--- config.mk ---
export PLATFORM = sky130hd
export DESIGN_NAME = seq_divider
export DESIGN_NICKNAME = d
export VERILOG_FILES = /design/src/rtl/div_pkg.sv /design/src/rtl/div_cond_neg.sv /design/src/rtl/seq_divider.sv
export SDC_FILE = /design/constraint.sdc
export NUM_CORES = 1
export LEC_CHECK = 0
export CAP_MARGIN = 20
export CORE_UTILIZATION = 50
export DETAILED_ROUTE_END_ITERATION = 10
export GPL_TIMING_DRIVEN = 0
export PLACE_DENSITY = 0.73
export SLEW_MARGIN = 5
export SYNTH_ARGS = -nofsm -noshare
export SYNTH_HDL_FRONTEND = slang
export SYNTH_SLANG_ARGS = --single-unit
--- constraint.sdc ---
create_clock -name clk -period 3.63 [get_ports clk]
set_clock_uncertainty 0.2 [all_clocks]
set_input_delay 0.5445 -clock clk [delete_from_list [all_inputs] [get_ports clk]]
set_output_delay 0.5445 -clock clk [all_outputs]
set_load 0.05 [all_outputs]
--- src/rtl/div_pkg.sv ---
// ============================================================================
// Module      : div_pkg
// Description : Shared width and FSM state encoding for the sequential divider.
// Revision    : 1.0 - initial release
// ============================================================================
`default_nettype none

package div_pkg;

  localparam int DIV_WIDTH = 32;

  typedef enum logic [1:0] {
    FREE   = 2'b00,
    BYZERO = 2'b01,
    ON     = 2'b10,
    END    = 2'b11
  } div_state_e;

endpackage

`default_nettype wire

--- src/rtl/div_cond_neg.sv ---
// ============================================================================
// Module      : div_cond_neg
// Description : Combinational conditional two's-complement negate.
// Revision    : 1.0 - initial release
// ============================================================================
`default_nettype none

module div_cond_neg
  import div_pkg::*;
#(
  parameter int WIDTH = DIV_WIDTH
) (
  input  logic             neg_i,
  input  logic [WIDTH-1:0] data_i,
  output logic [WIDTH-1:0] data_o
);

  assign data_o = neg_i ? ('0 - data_i) : data_i;

endmodule

`default_nettype wire

--- src/rtl/seq_divider.sv ---
// ============================================================================
// Module      : seq_divider
// Description : Multi-cycle radix-2 restoring divider (DIV/DIVU) with annul.
//               Optional `DIV_ZERO_FLAG_EN adds the div_by_zero_o output.
// Revision    : 1.0 - initial release
// ============================================================================
`default_nettype none

module seq_divider
  import div_pkg::*;
#(
  parameter int WIDTH = DIV_WIDTH
) (
  input  logic               clk,
  input  logic               reset,
  input  logic               signed_div_i,
  input  logic [WIDTH-1:0]   opdata1_i,
  input  logic [WIDTH-1:0]   opdata2_i,
  input  logic               start_i,
  input  logic               annul_i,
  output logic [2*WIDTH-1:0] result_o,
`ifdef DIV_ZERO_FLAG_EN
  output logic               div_by_zero_o,
`endif
  output logic               ready_o
);

  localparam int              CNT_W     = (WIDTH > 1) ? $clog2(WIDTH) : 1;
  localparam logic [CNT_W-1:0] LAST_STEP = CNT_W'(WIDTH - 1);

  div_state_e         state_q, state_d;
  logic [CNT_W-1:0]   cnt_q;
  logic [WIDTH-1:0]   rem_q, quo_q, dvs_q;
  logic               qneg_q, rneg_q;
  logic [2*WIDTH-1:0] result_q;
  logic               ready_q;

  logic [WIDTH-1:0]   w_abs_a, w_abs_b, w_quo_fix, w_rem_fix;
  logic [WIDTH:0]     w_shift, w_diff;
  logic               w_zero, w_accept, w_leave;

  assign w_zero   = (opdata2_i == '0);
  assign w_accept = (state_q == FREE) && start_i && !annul_i;
  assign w_leave  = annul_i || !start_i;

  div_cond_neg #(.WIDTH(WIDTH)) u_abs_a (
    .neg_i (signed_div_i && opdata1_i[WIDTH-1]), .data_i (opdata1_i), .data_o (w_abs_a));
  div_cond_neg #(.WIDTH(WIDTH)) u_abs_b (
    .neg_i (signed_div_i && opdata2_i[WIDTH-1]), .data_i (opdata2_i), .data_o (w_abs_b));
  div_cond_neg #(.WIDTH(WIDTH)) u_fix_q (
    .neg_i (qneg_q), .data_i (quo_q), .data_o (w_quo_fix));
  div_cond_neg #(.WIDTH(WIDTH)) u_fix_r (
    .neg_i (rneg_q), .data_i (rem_q), .data_o (w_rem_fix));

  // Partial remainder is always below 2*divisor, so bit WIDTH of the
  // difference is a reliable borrow (restore) indicator.
  assign w_shift = {rem_q, quo_q[WIDTH-1]};
  assign w_diff  = w_shift - {1'b0, dvs_q};

  always_ff @(posedge clk) begin
    if (!reset) state_q <= FREE;
    else        state_q <= state_d;
  end

  always_comb begin
    state_d = state_q;
    case (state_q)
      FREE:    if (start_i && !annul_i) state_d = w_zero ? BYZERO : ON;
      BYZERO:  state_d = END;
      ON:      if (annul_i) state_d = FREE;
               else if (cnt_q == LAST_STEP) state_d = END;
      END:     if (w_leave) state_d = FREE;
      default: state_d = FREE;
    endcase
  end

`ifdef DIV_ZERO_FLAG_EN
  logic zero_q, dz_q;

  always_ff @(posedge clk) begin
    if (!reset) begin
      zero_q <= 1'b0;
      dz_q   <= 1'b0;
    end else begin
      if (w_accept) zero_q <= w_zero;
      if (state_q == END) dz_q <= zero_q && !w_leave;
      else                dz_q <= 1'b0;
    end
  end

  assign div_by_zero_o = dz_q;
`endif

  always_ff @(posedge clk) begin
    if (!reset) begin
      cnt_q    <= '0;
      rem_q    <= '0;
      quo_q    <= '0;
      dvs_q    <= '0;
      qneg_q   <= 1'b0;
      rneg_q   <= 1'b0;
      result_q <= '0;
      ready_q  <= 1'b0;
    end else begin
      case (state_q)
        FREE: begin
          ready_q <= 1'b0;
          if (w_accept) begin
            // A zero divisor clears the datapath so END yields a zero result.
            cnt_q  <= '0;
            rem_q  <= '0;
            quo_q  <= w_zero ? '0 : w_abs_a;
            dvs_q  <= w_abs_b;
            qneg_q <= !w_zero && signed_div_i && (opdata1_i[WIDTH-1] ^ opdata2_i[WIDTH-1]);
            rneg_q <= !w_zero && signed_div_i && opdata1_i[WIDTH-1];
          end
        end
        ON: begin
          if (!annul_i) begin
            cnt_q <= cnt_q + CNT_W'(1);
            if (!w_diff[WIDTH]) begin
              rem_q <= w_diff[WIDTH-1:0];
              quo_q <= {quo_q[WIDTH-2:0], 1'b1};
            end else begin
              rem_q <= w_shift[WIDTH-1:0];
              quo_q <= {quo_q[WIDTH-2:0], 1'b0};
            end
          end
        end
        END: begin
          result_q <= {w_rem_fix, w_quo_fix};
          ready_q  <= !w_leave;
        end
        default: ;
      endcase
    end
  end

  assign result_o = result_q;
  assign ready_o  = ready_q;

endmodule

`default_nettype wire
==> flow_summary.ini, run 1 <==
[grt]
grt_usage = 0.283
grt_remaining_overflow = 0
antenna_found_initial = 0
grt_max_degree = 17
grt_pass1_wl_um = 49800
grt_pass1_vias = 9441

[critical_path]
crit_fanout = 7
startpoint_type = flop
cp_top_family = simple AND/OR/NAND/NOR gates
cp_num_cells = 9
ff2ff_path_depth = 9
regToRegSetupSlack_ns = 0.1
path_cells = or4_1 > nor2_1 > nand3_2 > or4_1 > or3_1 > o21ai_0 > xor2_1 > nand2_1 > o211a_1
cp_slowest_cell = or4_1
end_kind = flop
crit_buf_inv = 0
reg2reg_from = quo_q[9]
max_stage_delay_ns = 0.58
cp_data_arrival_time_ns = 3.66
crit_required_ns = 3.76
r2r-end = result_o[30]
path_common_cell = or4_1
crit_type = reg -> reg

[placed_design]
dp.cells = 1780
gp_congestion = 0.929
port_buffers = 133
placed_area_um2 = 12800
dp_hpwl_um = 25000

[worst_hold_path]
hold_end = result_o[62]
hold_class = reg -> reg
worstHoldPathCells = 2
hold_start = result_o[62]

[synth]
syn_inst = 1367
syn-num-nets = 1479
synth_edf_count = 0
ys_async_sr_fraction = 0
synth_ff_type = dfxtp_1
syn-mean-instance-area_um2 = 8.14
ys_types = 68
synth_seq_cells = 170
yosys_warnings = 0
seq_area_frac_synth = 0.306
mappedNetlistArea_um2 = 11100

[sta]
slew_headroom = 0.504
fmax_mhz = 283
drv_slew = 0
finalSetupViolCount = 0
fin_hold_ws_ns = 0.259
hold_viol_final = 0
worst_slew_pin_slew_ns = 0.744
period_share = 0.973
period_needed_ns = 3.53

[power]
cellLeakagePower_nw = 5.95
total_power_mw = 6.43
ir_worst_vdd_v = 0.000429
power_density_nw_per_um2 = 473

[route]
wl_um = 32300
vias = 10700
viasPerCell = 5.90
first_pass_iters = 5
wire_per_inst_um = 17.8
final_antenna_net_count = 0
drc_errors = 0
drt-initial-drc-count = 889

[job]
cap_violations = 0

[floorplanning]
die_height_um = 151
fp.dieW_um = 151
core-area_um2 = 21800
initial_core_util = 0.510
die_area_um2 = 22800
placementRows = 54
io_pins = 134

[finish]
post-route-util = 0.622
final_cell_mix = 194 x nand2_1, 170 x dfxtp_1, 133 x clkdlybuf4s50_1, 99 x xor2_1
drive_above_1_share = 0.0534
areaGrowthSynthToFinish_pct = 22.1
final_common_cell = nand2_1
layout.nets = 1636
stdcell_count = 1816
stdcell_area_um2 = 13600
n_antenna_cell = 0

[clocking]
cts_tree = built
numCtsBuffers = 17
cts_buffer_depth = 2
htree_num_levels = 4
clk_latency_ns = 0.44
root_buffer = clkbuf_16
numClockSinks = 170
clk_pin_slew_worst_paths_ns = 0.06
cts_hold_buf = 0

[run_status]
status = complete, no violations
[cell usage after synthesis, types with 24 or more instances]
| cell type | instances | share of area |
|---|---|---|
| ha_1 | 42 | 0.047 |
| nand2_1 | 194 | 0.065 |
| a21oi_1 | 50 | 0.023 |
| xor2_1 | 100 | 0.079 |
| o211a_1 | 89 | 0.080 |
| clkbuf_1 | 78 | 0.026 |
| inv_1 | 57 | 0.019 |
| xnor2_1 | 46 | 0.036 |
| dfxtp_1 | 170 | 0.31 |
| nor2_1 | 69 | 0.023 |
| o21ai_0 | 89 | 0.040 |
| o31ai_1 | 31 | 0.021 |
| a221oi_1 | 24 | 0.019 |
| mux2i_1 | 33 | 0.030 |
| a21o_1 | 25 | 0.017 |
[worst max path at each step]
stage,start,end,slack (ns)
floorplan,quo_q[31],rem_q[25],0.33
global placement,opdata2_i[2],quo_q[14],-0.87
detailed placement,opdata2_i[2],quo_q[17],-0.86
CTS,quo_q[31],rem_q[12],0.009
global route,quo_q[2],result_o[29],-0.02
finish,quo_q[9],result_o[30],0.1
[metal layers]
metal  GRT usage  wire [um]
met4      0.0655        438
met2       0.423      14100
met3      0.0494       2160
met1       0.417      15700
met5           0          0
[layout make-up]
cell class | instances | area, um2
Tap cell | 280 | 350
Multi-Input combinational cell | 1043 | 7220
Timing Repair Buffer | 139 | 1390
Sequential cell | 170 | 3400
Clock buffer | 22 | 474
Clock inverter | 9 | 115
Fill cell | 1961 | 8240
Buffer | 96 | 412
Inverter | 57 | 214
[sequential cells by signal (all words and copies together) (netlist names)]
signal / flops
dvs_q: 32
rem_q: 32
state_q: 2
ready_o: 1
rneg_q: 1
cnt_q: 5
result_o: 64
quo_q: 32
qneg_q: 1
[worst reg2reg max path: cells and delay by family (launching register included)]
kind | cells | cell delay, ns
DFF | 1 | 0.38
and+or+nand+nor | 6 | 2.08
AOI/OAI and AO/OA | 2 | 0.37
xor gates and xnor gates | 1 | 0.40
[report_power, final]
| part | internal (mW) | switching (mW) | total, mW |
|---|---|---|---|
| registers | 2.06 | 0.194 | 2.25 |
| logic | 0.884 | 1.44 | 2.33 |
| clock network | 1.07 | 0.782 | 1.85 |
| total | 4.01 | 2.42 | 6.43 |
[metrics by stage]
stage | worst slack [ns] | setup TNS [ns]
3_3_place_gp | -0.865 | -39.54
5_1_grt | -0.0180 | -0.0180
4_1_cts | 0.00893 | 0
3_5_place_dp | -0.859 | -39.27
2_1_floorplan | 0.331 | 0
6_report | 0.0983 | 0
[cells by family (layout without fill, tap and decap cells)]
group | Yosys count | in the layout | synth area share
AOI/OAI and AO/OA | 393 | 393 | 0.259
xor gates and xnor gates | 146 | 146 | 0.115
adders and majority gates | 43 | 43 | 0.0491
buffers and inverters | 154 | 323 | 0.0548
DFF | 170 | 170 | 0.306
muxes | 33 | 33 | 0.0297
and+or+nand+nor | 428 | 428 | 0.187
[timing repair]
item,in CTS,in global routing
gates resized for setup,12,18
hold endpoints to repair,0,0
setup buffers,1,5
pin swaps,1,3
endpoints found under the setup margin,64,61
No activity file was read; power rests on OpenSTA's default activity.
==> run 2: changes to the inputs <==
- CORE_MARGIN: not set -> 1
==> results of run 2 <==
Same layout as run 1: the final DEF is identical, and so are final timing and power.
